[src/rtl/value_glyph_encoder.sv]
// value_glyph_encoder
//   Converts an unsigned binary value into DIGITS decimal glyph codes for the 7x9
//   glyph renderers of the on-screen readout. The conversion is a sequential
//   shift-add-3 (double-dabble) that takes one VALUE_W-bit shift per clock. The
//   result is committed to the outputs only on frame_start, so a readout never
//   changes in the middle of a frame.
//   Glyph codes: 0..9 are digits, 16 is blank, 17 is '-'.
//
// Ports
//   clk          system clock
//   rst_n        asynchronous active-low reset
//   start        conversion request, accepted only while ready=1
//   value        unsigned binary input, sampled on the accepting edge
//   frame_start  one-cycle pulse at the start of each video frame (commit strobe)
//   ready        high only while idle
//   glyphs       5 bits per digit; [4:0] is the units digit, the top field is the MSD
//   done         one-cycle pulse in the cycle after a commit
//   overflow     the last committed value exceeded 10^DIGITS-1
module value_glyph_encoder #(
  parameter int DIGITS   = 4,
  parameter int VALUE_W  = 14,
  parameter int BLANK_LZ = 1
) (
  input  logic                  clk,
  input  logic                  rst_n,
  input  logic                  start,
  input  logic [VALUE_W-1:0]    value,
  input  logic                  frame_start,
  output logic                  ready,
  output logic [5*DIGITS-1:0]   glyphs,
  output logic                  done,
  output logic                  overflow
);

  localparam int BCD_W = 4 * DIGITS;
  localparam int CMP_W = BCD_W + VALUE_W;
  localparam int CNT_W = $clog2(VALUE_W + 1);
  localparam logic [CMP_W-1:0] MAX_VAL = CMP_W'(10 ** DIGITS - 1);

  localparam logic [4:0] GLYPH_BLANK = 5'd16;
  localparam logic [4:0] GLYPH_DASH  = 5'd17;

  typedef enum logic [1:0] {
    S_IDLE    = 2'd0,
    S_CONVERT = 2'd1,
    S_HOLD    = 2'd2
  } state_e;

  state_e               state_q, state_d;
  logic [VALUE_W-1:0]   bin_q, bin_d;
  logic [BCD_W-1:0]     bcd_q, bcd_d;
  logic [CNT_W-1:0]     cnt_q, cnt_d;
  logic                 ovf_q, ovf_d;
  logic [5*DIGITS-1:0]  glyphs_q, glyphs_d;
  logic                 overflow_q, overflow_d;
  logic                 done_q, done_d;

  logic [BCD_W-1:0]     bcd_adj;
  logic [5*DIGITS-1:0]  glyph_fmt;
  logic                 lead_zero;

  // NOTE: every variable written here gets a default first, so no path can leave
  // one unassigned and infer a latch.
  always_comb begin
    state_d    = state_q;
    bin_d      = bin_q;
    bcd_d      = bcd_q;
    cnt_d      = cnt_q;
    ovf_d      = ovf_q;
    glyphs_d   = glyphs_q;
    overflow_d = overflow_q;
    done_d     = 1'b0;

    // Add-3 correction: any nibble >= 5 would carry past 9 after the doubling shift.
    bcd_adj = bcd_q;
    for (int i = 0; i < DIGITS; i++) begin
      if (bcd_q[4*i +: 4] >= 4'd5) bcd_adj[4*i +: 4] = bcd_q[4*i +: 4] + 4'd3;
    end

    // Commit formatting: scan from the most significant digit down, blanking zeros
    // until the first nonzero digit. The units digit is always shown.
    lead_zero = (BLANK_LZ != 0);
    glyph_fmt = '0;
    for (int i = DIGITS - 1; i >= 0; i--) begin
      if (ovf_q) begin
        glyph_fmt[5*i +: 5] = GLYPH_DASH;
      end else if (lead_zero && (i != 0) && (bcd_q[4*i +: 4] == 4'd0)) begin
        glyph_fmt[5*i +: 5] = GLYPH_BLANK;
      end else begin
        glyph_fmt[5*i +: 5] = {1'b0, bcd_q[4*i +: 4]};
        lead_zero           = 1'b0;
      end
    end

    unique case (state_q)
      S_IDLE: begin
        if (start) begin
          bin_d   = value;
          bcd_d   = '0;
          cnt_d   = '0;
          ovf_d   = (CMP_W'(value) > MAX_VAL);
          state_d = S_CONVERT;
        end
      end
      S_CONVERT: begin
        // {bcd,bin} shifted left as one long register.
        bcd_d = (bcd_adj << 1) | BCD_W'(bin_q[VALUE_W-1]);
        bin_d = bin_q << 1;
        cnt_d = cnt_q + 1'b1;
        if (cnt_q == CNT_W'(VALUE_W - 1)) state_d = S_HOLD;
      end
      S_HOLD: begin
        if (frame_start) begin
          glyphs_d   = glyph_fmt;
          overflow_d = ovf_q;
          done_d     = 1'b1;
          state_d    = S_IDLE;
        end
      end
      default: state_d = S_IDLE;
    endcase
  end

  // NOTE: sequential state uses non-blocking assignments only, so every flop samples
  // the pre-edge value of every other flop.
  // NOTE: the datapath registers are reset along with the control state so that no
  // partial result from an interrupted conversion survives a reset.
  always_ff @(posedge clk or negedge rst_n) begin
    if (!rst_n) begin
      state_q    <= S_IDLE;
      bin_q      <= '0;
      bcd_q      <= '0;
      cnt_q      <= '0;
      ovf_q      <= 1'b0;
      glyphs_q   <= {DIGITS{GLYPH_BLANK}};
      overflow_q <= 1'b0;
      done_q     <= 1'b0;
    end else begin
      state_q    <= state_d;
      bin_q      <= bin_d;
      bcd_q      <= bcd_d;
      cnt_q      <= cnt_d;
      ovf_q      <= ovf_d;
      glyphs_q   <= glyphs_d;
      overflow_q <= overflow_d;
      done_q     <= done_d;
    end
  end

  assign ready    = (state_q == S_IDLE);
  assign glyphs   = glyphs_q;
  assign done     = done_q;
  assign overflow = overflow_q;

endmodule

[config.mk]
export PLATFORM = sky130hd
export DESIGN_NAME = value_glyph_encoder
export DESIGN_NICKNAME = d
export VERILOG_FILES = /design/src/rtl/value_glyph_encoder.sv
export SDC_FILE = /design/constraint.sdc
export NUM_CORES = 1
export LEC_CHECK = 0
export ABC_AREA = 1
export CORE_ASPECT_RATIO = 0.6
export CORE_MARGIN = 8
export CORE_UTILIZATION = 55
export DETAILED_ROUTE_END_ITERATION = 8
export HOLD_SLACK_MARGIN = 0.05
export MAX_ROUTING_LAYER = met4
export PLACE_DENSITY = 0.84
export SETUP_SLACK_MARGIN = 0.3
export SLEW_MARGIN = 5
export SYNTH_ARGS = -nofsm -noshare
export SYNTH_HDL_FRONTEND = slang
export SYNTH_SLANG_ARGS = --single-unit
[constraint.sdc]
create_clock -name clk -period 3.1 [get_ports clk]
set_clock_uncertainty 0.2 [all_clocks]
set_input_delay 0.31 -clock clk [delete_from_list [all_inputs] [get_ports clk]]
set_output_delay 0.31 -clock clk [all_outputs]
set_load 0.03 [all_outputs]
==> results.ini, run 1 <==
[run_status]
status=finished, final reports clean

[synth]
ys.warnings.count=0
synth_cells=323
yosys-top-cells-count=76 x nand2_1, 55 x dfrtp_1, 46 x inv_1, 24 x nand3_1, 18 x a21oi_1
netlist_area_sq_um=2870
yosys.area_share.xor_xnor=0.00306
mean_area_per_synthesized_cell_sq_um=8.87
synthMuxAreaShare=0
synth-async-reset-ratio=1.00
synth_compound_gate_area_share=0.132
synth-adder-area-share=0.0524
synthDominantAreaCellType=dfrtp_1
seq_area_frac_synth=0.517
synth_fp_nets=353
synth.lib_cells_used.distinct=28
postSynth.topFlopCell=dfrtp_1
synth_edf_count=0
synth_top_area_frac=0.480
synth_top_family_by_area=simple AND/OR/NAND/NOR gates
synth-simple-area-share=0.211
netlist_top_cells_area=dfrtp_1 48%, nand2_1 10%, inv_1 6.0%
synth.most_common_cell=nand2_1
synth_seq_cells=59

[cts]
postCtsSetupBuffers=0
cts_repair_resize_count=0
cts_hold_repair.buffers=1
clk-insertion-delay-late_ns=0.33
cts.sink_count=59
clkSlewWorstSetupHoldPaths_ns=0.06
tritoncts=yes
clock_tree.htree_level_count=3
clk_path_buf_depth=2
clk_root_buf=clkbuf_8
tritoncts.num_buffers=9

[setup_path]
critical-path-max-stage-delay_ns=0.69
timing.setup.critical_path_class=reg -> out
cp_buf_inv_count=1
critical_path.top_delay_family=buffers and inverters
worst-endpoint-arrival_ns=1.63
worstSetupEndpointType=primary output
cpMaxStageDelayCell=clkdlybuf4s50_1
setup.worst_path.start_class=register
cp_cell_sequence=nor2_4, clkdlybuf4s50_1
crit_required_ns=2.59
crit_path_max_fanout=4

[die]
initial_utilization=0.567
die_x_um=109
floorplan.io_pins=41
rows=20
die-height_um=71.9
fp.dieArea_sq_um=7850
fp.coreArea_sq_um=5050

[sta]
worstMarginPinSlew_ns=0.831
timing.final.crit_share=0.692
timing_hold_violations_final=0
rsz_0062_raised_after_global_routing=false
timing.hold.ws_ns=0.281
timing.final.crit_period_ns=2.14
finalSetupViolCount=0
timing.max_slew.rel_slack=0.445
fmax_mhz=466
report.final.slew_viol_count=0
setup_tns_ns=0

[power_and_ir_drop]
power.combinational.fraction=0.462
max-vdd-ir-drop_mv=0.577
finalPower_mw=3.71
share_clk_of_total_power=0.170
netSwitchingFraction=0.437
seqPwrFrac=0.368
power.density_nw_per_um2=1060
net_switching_component_of_the_power_mw=1.62
leakagePower_nw=1.74
power_report.internal_total_mw=2.09

[layout]
final_util=0.690
area.growth.synth_to_final_pct=21.7
finish.instance_area_sq_um=3490
design.final.nets=399
diodes=0
final_layout_size_suffix_gt1_frac=0.107

[global_routing]
grt_pass1_vias=2313
maximum_number_of_pins_on_one_net_before_global_route_repair=29
antenna_found_initial=0
grt_pass1_wl_um=11400
grt_usage=0.189
globalRouteOverflowTotal=0

[drt]
detail_route.wl_per_cell_um=15.0
first_pass_iters=4
drtIter0Drc=130
routed-via-count=2380
detail_route.vias_per_cell=5.42
sum_of_routed_wire_length_over_all_layers_um=6570
route.detailed.drc=0
postRouteAntennaNets=0

[placed_design]
place.detailed.hpwl_um=4600
gp_routability_congestion=0.886
dp_area_sq_um=3300
buffer_ports.inserted=40

[worst_hold_path]
worstHoldPathType=reg -> reg

[job]
cap_viol_max_count=0

==> tightest hold or removal path: stages (launching register included) <==
cell and delay (ns):
dfrtp_1 0.34, nand2_1 0.05, nand2_1 0.06
==> final timing paths <==
check	start	to	slack [ns]	cells after the start
min reg2reg	bcd_q[1]	bcd_q[1]	0.28	2
min	bcd_q[1]	bcd_q[1]	0.28	2
min in group asynchronous	rst_n	bin_q[9]	0.33	2
max	state_q[0]	ready	0.96	2
max in group asynchronous	rst_n	glyphs[4]	1.61	3
max reg2reg	state_q[1]	bin_q[3]	1.24	5
==> flip-flops by register name, indices dropped and copies added, names as in the netlist <==
signal    flops
bin_q        14
done          1
state_q       2
ovf_q         1
glyphs       20
cnt_q         4
overflow      1
bcd_q        16
==> metal layers <==
layer	up-vias	GRT usage	share of wire
met5	-	-	0
met4	0	0.0491	0.0088
met3	9	0.0557	0.066
met2	69	0.267	0.44
met1	1152	0.260	0.48
li1	1150	-	-
==> placed cells by master, fill, tap and decap left out, drive strengths merged, types with 12 or more instances in the layout <==
master,instances
ha,12
clkbuf,13
o22ai,15
nor2,16
nand2,80
inv,49
o21ai,21
a21oi,18
dfrtp,55
nand3,24
clkdlybuf4s50,39
==> through the flow <==
stage,setup slack (ns),instances
3_3_place_gp,1.10,423
3_5_place_dp,1.02,423
2_1_floorplan,1.52,323
5_1_grt,0.888,439
4_1_cts,0.943,439
6_report,0.956,439
==> cells by family after synthesis <==
kind of cell             after synthesis
AND/OR/NAND/NOR                      132
AO/OA/AOI/OAI                         62
flip-flops                            59
buffers and inverters                 57
adder cells (fa/ha/maj)               12
XOR/XNOR                               1
==> power by group through the flow <==
| stage | logic, mW | registers (mW) | clock network, mW |
|---|---|---|---|
| floorplan | 1.09 | 1.48 | 0 |
| global placement | 1.63 | 1.36 | 0 |
| detailed placement | 1.70 | 1.37 | 0 |
| CTS | 1.72 | 1.36 | 0.641 |
| global route | 1.94 | 1.40 | 0.687 |
| finish | 1.72 | 1.37 | 0.631 |
==> area by class of cell <==
type / instances / area, sq um
sequential: 59 / 1480
clock buffer: 13 / 169
fill: 396 / 1570
multi-input combinational: 207 / 1140
inverter: 49 / 184
tap: 66 / 82.6
timing repair buffer: 43 / 420
clock inverter: 2 / 10.0
Note: power is estimated with default switching activity, not from simulation.
==> run 2: changes to the inputs <==
Settings changed: CORE_UTILIZATION 55 to 49, PLACE_DENSITY 0.84 to 0.8.
Clock period 3.1 ns to 1.95 ns, I/O delays scaled along.
==> results.ini, run 2 (same netlist as run 1, synthesis figures left out) <==
[run_status]
status=finished, final reports clean

[die]
fp.coreArea_sq_um=5620  ; +11%
die-height_um=75.2  ; +4.6%
fp.dieArea_sq_um=8630  ; +9.9%
floorplan.io_pins=41  ; unchanged
die_x_um=115  ; +5.1%
rows=21  ; +5.0%
initial_utilization=0.510  ; -0.0573

[global_routing]
maximum_number_of_pins_on_one_net_before_global_route_repair=60  ; +110%
grt_usage=0.179  ; -0.0100
globalRouteOverflowTotal=0  ; unchanged
grt_pass1_wl_um=11600  ; +1.5%
antenna_found_initial=0  ; unchanged
grt_pass1_vias=2362  ; +2.1%

[placed_design]
post-place-cells=443  ; +4.7%
place.detailed.hpwl_um=4820  ; +4.9%
dp_area_sq_um=3380  ; +2.3%
buffer_ports.inserted=40  ; unchanged
gp_routability_congestion=0.836  ; -5.7%
dp_worst_setup_slack_ns=0.237  ; -0.784 ns

[layout]
design.final.nets=405  ; +1.5%
finish.instance_area_sq_um=3590  ; +2.8%
area.growth.synth_to_final_pct=25.2
final_layout_size_suffix_gt1_frac=0.161  ; +0.0537
final_util=0.638  ; -0.0522
finish.cell_count_without_fillers=459  ; +4.6%
layout.cells.most_common_list=76 x nand2_1, 53 x dfrtp_1, 40 x inv_1
flip_flop_count_of_the_largest_register_all_copies_and_words_added=20  ; unchanged
final_common_cell=nand2_1
diodes=0  ; unchanged

[cts]
tritoncts.num_buffers=9  ; unchanged
clk-insertion-delay-late_ns=0.34  ; about the same
clkSlewWorstSetupHoldPaths_ns=0.06  ; about the same
postCtsSetupBuffers=0  ; unchanged
clk_root_buf=clkbuf_8
cts.sink_count=59  ; unchanged
clk_path_buf_depth=2  ; unchanged
tritoncts=yes
clock_tree.htree_level_count=3  ; unchanged

[sta]
worstMarginPinSlew_ns=0.323  ; -0.508 ns
timing.max_slew.rel_slack=0.784  ; +0.339
timing.final.crit_share=0.806
setup_tns_ns=0  ; unchanged
fmax_mhz=636
timing.final.crit_period_ns=1.57
setup_ws_post_layout_ns=0.378  ; -0.578 ns
report.final.slew_viol_count=0  ; unchanged
finalSetupViolCount=0  ; unchanged
timing.hold.ws_ns=0.180  ; -0.101 ns
timing_hold_violations_final=0  ; unchanged
rsz_0062_raised_after_global_routing=false

[setup_path]
crit_required_ns=1.55  ; -1.04 ns
cpMaxStageDelayCell=dfrtp_1
worstSetupEndpointType=primary output
crit_path_max_fanout=4  ; unchanged
worst-endpoint-arrival_ns=1.18  ; -0.45 ns
cp_cell_sequence=nor2_4, clkbuf_2
setup.worst_path.start_class=register
critical-path-max-stage-delay_ns=0.45  ; -0.24 ns
timing.setup.critical_path_class=reg -> out

[drt]
route.detailed.drc=0  ; unchanged
top_signal_layer_used=met4
wl_met2_um=3060  ; +4.9%
m1WireLength_um=3220  ; +1.6%
detail_route.wl_per_cell_um=14.9  ; -0.27%
postRouteAntennaNets=0  ; unchanged
sum_of_routed_wire_length_over_all_layers_um=6850  ; +4.3%
first_pass_iters=4  ; unchanged
drtIter0Drc=157  ; +21%
routed-via-count=2400  ; +0.84%
met3_wirelength_um=530  ; +23%
detail_route.vias_per_cell=5.23  ; -3.6%

[job]
cap_viol_max_count=0  ; unchanged

[worst_hold_path]
worstHoldPathType=in -> async

[power_and_ir_drop]
power.density_nw_per_um2=1710  ; +61%
leakagePower_nw=1.85  ; +6.2%
finalPower_mw=6.15  ; +66%
max-vdd-ir-drop_mv=0.841  ; +46%

## run 2: cell count changes in the layout (fill, tap and decap cells not counted), sizes merged
cell | previous run | this run
dlygate4sd2 | 0 | 18
clkdlybuf4s15 | 0 | 4
buf | 3 | 9
clkdlybuf4s50 | 39 | 16
clkinv | 2 | 0
clkbuf | 13 | 15
bufinv | 0 | 1
## run 2: power breakdown
group	leakage (nW)	switching (mW)	internal, mW
Sequential	0.715	0.419	1.77
Combinational	1.03	1.77	1.01
Clock	0.109	0.460	0.724
## run 2: critical path: cells and delay by family, from the launching register on
| family | cells | cell delay, ns |
|---|---|---|
| buffers and inverters | 1 | 0.22 |
| and+or+nand+nor | 1 | 0.17 |
| DFF | 1 | 0.45 |
## run 2: final timing paths
| path | end | from | cells past startpoint | slack (ns) |
|---|---|---|---|---|
| worst max-delay path | ready | state_q[0] | 2 | 0.38 |
| worst min-delay path | bin_q[11] | rst_n | 3 | 0.18 |
| worst max register to register | glyphs[3] | state_q[0] | 5 | 0.39 |
| worst min register to register | glyphs[6] | glyphs[6] | 2 | 0.28 |
| max in group asynchronous | glyphs[4] | rst_n | 3 | 1.04 |
| min in group clk | bin_q[0] | value[0] | 3 | 0.24 |
## run 2: cell type report
| type | instances | area [sq um] |
|---|---|---|
| Sequential cell | 59 | 1480 |
| Timing Repair Buffer | 49 | 455 |
| Fill cell | 480 | 2030 |
| Inverter | 49 | 186 |
| Clock buffer | 14 | 183 |
| Multi-Input combinational cell | 207 | 1150 |
| Tap cell | 80 | 100 |
| Clock inverter | 1 | 30.0 |
## run 2: repair_timing
action                                 in CTS  in global routing
hold buffers                                1                  0
gates resized for setup                    31                 15
endpoints found under the hold margin      59                  0
setup endpoints to repair                  23                 19
## run 2: per-layer routing
| metal | vias to the layer above | track usage |
|---|---|---|
| li1 | 1168 | - |
| met1 | 1147 | 0.223 |
| met2 | 79 | 0.278 |
| met3 | 6 | 0.0560 |
| met4 | 0 | 0.0477 |
| met5 | - | - |
==> run 3: changes to the inputs <==
Settings changed: CORE_UTILIZATION 49 to 54, PLACE_DENSITY 0.8 to 0.83.
Clock period 1.95 ns to 1.6 ns, I/O delays scaled along.
==> results.ini, run 3 (same netlist as run 1, synthesis figures left out) <==
[power_and_ir_drop]
power.density_nw_per_um2=2330  ; +36%
power.combinational.fraction=0.595  ; +0.144
power_report.internal_total_mw=5.64  ; +61%
netSwitchingFraction=0.482  ; +0.0520
leakagePower_nw=2.25  ; +22%
seqPwrFrac=0.266  ; -0.090
finalPower_mw=10.9  ; +77%
net_switching_component_of_the_power_mw=5.25  ; +99%
share_clk_of_total_power=0.139  ; -0.053
max-vdd-ir-drop_mv=1.44  ; +71%

[cts]
clock_tree.htree_level_count=3  ; unchanged
clk_root_buf=clkbuf_8
tritoncts=yes
clkSlewWorstSetupHoldPaths_ns=0.07  ; about the same
tritoncts.num_buffers=9  ; unchanged
clk-insertion-delay-late_ns=0.37  ; +0.03 ns
clk_path_buf_depth=2  ; unchanged
cts.sink_count=59  ; unchanged

[die]
floorplan.io_pins=41  ; unchanged
fp.coreArea_sq_um=5080  ; -9.7%
die-height_um=72.4  ; -3.7%
rows=20  ; -4.8%
initial_utilization=0.564  ; +0.0545
die_x_um=110  ; -4.1%
fp.dieArea_sq_um=7970  ; -7.7%

[drt]
route.detailed.drc=0  ; unchanged
sum_of_routed_wire_length_over_all_layers_um=12800  ; +87%
detail_route.vias_per_cell=6.50  ; +24%
routed-via-count=3226  ; +34%
detail_route.wl_per_cell_um=25.8  ; +73%
drtIter0Drc=367  ; +130%
first_pass_iters=5  ; +1
postRouteAntennaNets=0  ; unchanged

[layout]
flip_flop_count_of_the_largest_register_all_copies_and_words_added=20  ; unchanged
final_layout_size_suffix_gt1_frac=0.514  ; +0.353
area.growth.synth_to_final_pct=63.2
final_common_cell=nand2_1
final_util=0.921  ; +0.283
diodes=0  ; unchanged
design.final.nets=455  ; +12%
layout.cells.most_common_list=55 x nand2_1, 51 x dfrtp_1, 42 x buf_4

[setup_path]
cpMaxStageDelayCell=dfrtp_1
regToRegStartpoint=bcd_q[14]
timing.setup.critical_path_class=reg -> reg
critical-path-max-stage-delay_ns=0.50  ; +0.05 ns
worstSetupEndpointType=register
critical_path.top_delay_family=flip-flops
cp_cell_sequence=nor2_1, nand2_1, a21oi_1, o21ai_2
crit_start=bcd_q[14]
worst-endpoint-arrival_ns=1.73  ; +0.55 ns
setup.worst_path.start_class=register
cp_buf_inv_count=0  ; -1
crit_path_max_fanout=5  ; +1
crit_required_ns=1.65  ; +0.10 ns

[sta]
timing.max_slew.rel_slack=0.672  ; -0.112
timing.final.crit_period_ns=1.68
fmax_mhz=595
finalSetupViolCount=5  ; +5
timing_hold_violations_final=0  ; unchanged
setup_ws_post_layout_ns=-0.0797  ; -0.458 ns
timing.final.crit_share=1.05
report.final.slew_viol_count=0  ; unchanged
setup_tns_ns=-0.167  ; -0.167 ns
worstMarginPinSlew_ns=0.492  ; +0.168 ns
rsz_0062_raised_after_global_routing=true

[job]
cap_viol_max_count=0  ; unchanged

[worst_hold_path]
worstHoldPathType=in -> async

[run_status]
failed_checks=negative setup slack
status=finished, violations left

[placed_design]
place.detailed.hpwl_um=5120  ; +6.2%
buffer_ports.inserted=40  ; unchanged
dp_worst_setup_slack_ns=0.0265  ; -0.210 ns
gp_routability_congestion=0.850  ; +1.7%

[global_routing]
grt_pass1_wl_um=15500  ; +34%
antenna_found_initial=0  ; unchanged
grt_usage=0.264  ; +0.0853
globalRouteOverflowTotal=0  ; unchanged
grt_pass1_vias=2970  ; +26%
maximum_number_of_pins_on_one_net_before_global_route_repair=25  ; -58%

run 3: cell types whose count changed in the layout (fill, tap and decap cells not counted), sizes merged:
cell,change
buf,+71
dlygate4sd2,-18
clkdlybuf4s15,-4
clkinv,+2
clkbuf,-1
clkinvlp,+1
run 3: worst register-to-register path, stage by stage (launching register included):
cell     delay, ns
dfrtp_1       0.50
nor2_1        0.31
nand2_1       0.19
a21oi_1       0.26
o21ai_2       0.10
run 3: through the flow:
stage / hold WS [ns] / cells / area (sq um)
floorplan: -0.336 / 323 / 2900
global route: 0.117 / 496 / 4680
detailed placement: -0.0626 / 441 / 3500
finish: 0.0913 / 496 / 4680
CTS: 0.106 / 476 / 4180
global placement: -0.0722 / 441 / 3500
run 3: worst paths after layout:
path / slack [ns] / endpoint / depth (start not counted)
worst max-delay path: -0.08 / glyphs[15] / 4
worst min-delay path: 0.09 / glyphs[12] / 2
worst max register to register: -0.08 / glyphs[15] / 4
worst min register to register: 0.31 / glyphs[16] / 2
max in group asynchronous: 0.53 / glyphs[4] / 3
min in group clk: 0.22 / bin_q[3] / 3
run 3: final cells by class:
cell class / instances / area [sq um]
Multi-Input combinational cell: 207 / 1690
Sequential cell: 59 / 1490
Timing Repair Buffer: 97 / 966
Fill cell: 135 / 400
Inverter: 49 / 224
Clock buffer: 14 / 173
Tap cell: 66 / 82.6
Clock inverter: 2 / 35.0
Timing Repair inverter: 2 / 22.5
run 3: metal layers:
| layer | track usage | vias up | part of all wire |
|---|---|---|---|
| met2 | 0.402 | 311 | 0.45 |
| met3 | 0.0955 | 94 | 0.12 |
| met5 | - | - | 0 |
| li1 | - | 1274 | - |
| met4 | 0.137 | 0 | 0.069 |
| met1 | 0.302 | 1547 | 0.36 |
run 3: repair_timing:
item	CTS	global route
buffers inserted	17	18
pin swaps	25	16
cloned	1	2
gates resized for setup	216	98
hold endpoints to repair	55	0
setup endpoints to repair	78	74
hold buffers	1	0
run 3: power by group through the flow:
stage / registers (mW) / clock network, mW / logic, mW
after CTS: 2.67 / 1.44 / 4.61
after global routing: 2.93 / 1.57 / 6.75
final: 2.90 / 1.52 / 6.48
after global placement: 2.60 / 0 / 3.48
after detailed placement: 2.63 / 0 / 3.66
after floorplan: 2.87 / 0 / 2.18
==> RTL change: new RTL, settings of run 3 <==
Set the parameter `DIGITS` to 3 (it was 4).
--- a/src/rtl/value_glyph_encoder.sv
+++ b/src/rtl/value_glyph_encoder.sv
@@ -19,3 +19,3 @@
 module value_glyph_encoder #(
-  parameter int DIGITS   = 4,
+  parameter int DIGITS   = 3,
   parameter int VALUE_W  = 14,
Ports: changed (resized glyphs); port bits go from 41 to 36. No check against the original RTL was run, so the function may have changed too.
==> RTL change against run 3 <==
- routed wire length is 27% lower
- sequential share of layout area is 1.6 points higher
- power is 30% lower
- die area is 9.0% lower
- core utilization is 9.3 points lower
- final area is 19% lower
- synthesized area is 11% lower
- setup slack better by 0.11 ns
- first-iteration DRC count is 11% lower
- combinational power is 34% lower
- synthesized cell count is 5.6% lower
- sequential cell count is 9 lower
- critical endpoint is now bcd_q[1]
- largest power group unchanged
- highest routed layer unchanged
==> RTL change: results (changes against run 3) <==
outcome: "completed"  # was finished with violations
final-clk-cell-share: 0.0377  # was 0.0444
num-clock-buffers: 6  # was 14
crit_family: "simple AND/OR/NAND/NOR gates"  # was flip-flops
largest_reg_flops: 15  # was 20
seq-cell-share: 0.334  # was 0.318
swShare: 0.456  # was 0.482
cts.sinks: 50  # was 59
htreeDepth: 2  # was 3
r2r-start: "bcd_q[1]"  # was bcd_q[14]
grt_max_degree: 51  # was 25
clkTransAtPathRegs_ns: 0.10  # was 0.07 ns
r2r_cells: 7  # was 4
worstPathMaxFanout: 3  # was 5
buf_share: 0.183  # was 0.206
synth_area_leaders: "dfrtp_1 (46%), nand2_1 (15%), inv_1 (5.1%)"  # was dfrtp_1 (48%), nand2_1 (10%), inv_1 (6.0%)
grt_pass1_vias: 2383  # was 2970
signal_buffers: 76  # was 97
dr.pass1.iters: 6  # was 5
viasPerCell: 6.08  # was 6.50
io_buffers: 35  # was 40
finalWirelength_mm: 9.39  # was 12.8 mm
relSlewSlack: 0.767  # was 0.672
drive_above_1_share: 0.433  # was 0.514
synthTopCellsByCount: "nand2_1 (105), dfrtp_1 (47), inv_1 (35)"  # was nand2_1 (76), dfrtp_1 (55), inv_1 (46)
gp_congestion: 0.813  # was 0.850
irDropWorstVdd_mv: 1.04  # was 1.44 mV
p_leak_nw: 1.86  # was 2.25 nW
grt_antenna_before_repair: 0  # unchanged
num-fill-cells: 224  # was 135
dp_hpwl_mm: 4.22  # was 5.12 mm
r2r_slack_ns: 0.03  # was -0.08 ns
grt_usage: 0.200  # was 0.264
inverters_excl_clock: 40  # was 51
drtIter0Drc: 325  # was 367
clock_latency_ns: 0.32  # was 0.37 ns
cpPeakStageDelay_ns: 0.43  # was 0.50 ns
fin_nets: 407  # was 455
cts_buffers: 5  # was 9
==> RTL change: power groups by stage <==
stage | clock, mW | combinational (mW) | sequential, mW
2_1_floorplan | 0 | 1.82 | 2.19
3_3_place_gp | 0 | 2.50 | 2.10
3_5_place_dp | 0 | 2.61 | 2.12
4_1_cts | 1.11 | 3.31 | 2.13
5_1_grt | 1.18 | 4.52 | 2.26
6_report | 1.12 | 4.26 | 2.23
==> RTL change: stage by stage <==
| step | hold WS, ns | setup slack, ns | area [um2] | instances |
|---|---|---|---|---|
| final | 0.149 | 0.0299 | 3780 | 444 |
| after global routing | 0.177 | 0.000180 | 3780 | 444 |
| after CTS | 0.164 | 0.162 | 3440 | 427 |
| after detailed placement | -0.0369 | 0.0297 | 3020 | 403 |
| after global placement | -0.0322 | 0.0647 | 3020 | 403 |
| after floorplan | -0.336 | 0.266 | 2590 | 305 |
==> RTL change: what timing repair did <==
action	in CTS	in global routing
pin swaps	11	17
gates resized for setup	154	52
hold buffers	1	0
gates cloned	2	3
endpoints found under the hold margin	50	0
setup buffers	13	14
setup endpoints to repair	59	53
==> RTL change: per-layer routing <==
metal / wire length (um) / part of all wire / up-vias / global-route usage
met5: 0 / 0 / - / -
met2: 4520 / 0.48 / 207 / 0.308
li1: - / - / 1133 / -
met4: 371 / 0.040 / 0 / 0.0708
met3: 981 / 0.10 / 50 / 0.0455
met1: 3510 / 0.37 / 1309 / 0.253
==> RTL change: logic make-up after synthesis <==
logic type / after synthesis / share of synthesized area
and+or+nand+nor: 156 / 0.258
DFF: 50 / 0.491
buffers and inverters: 48 / 0.0911
AOI/OAI and AO/OA: 42 / 0.115
adders and majority gates: 9 / 0.0441
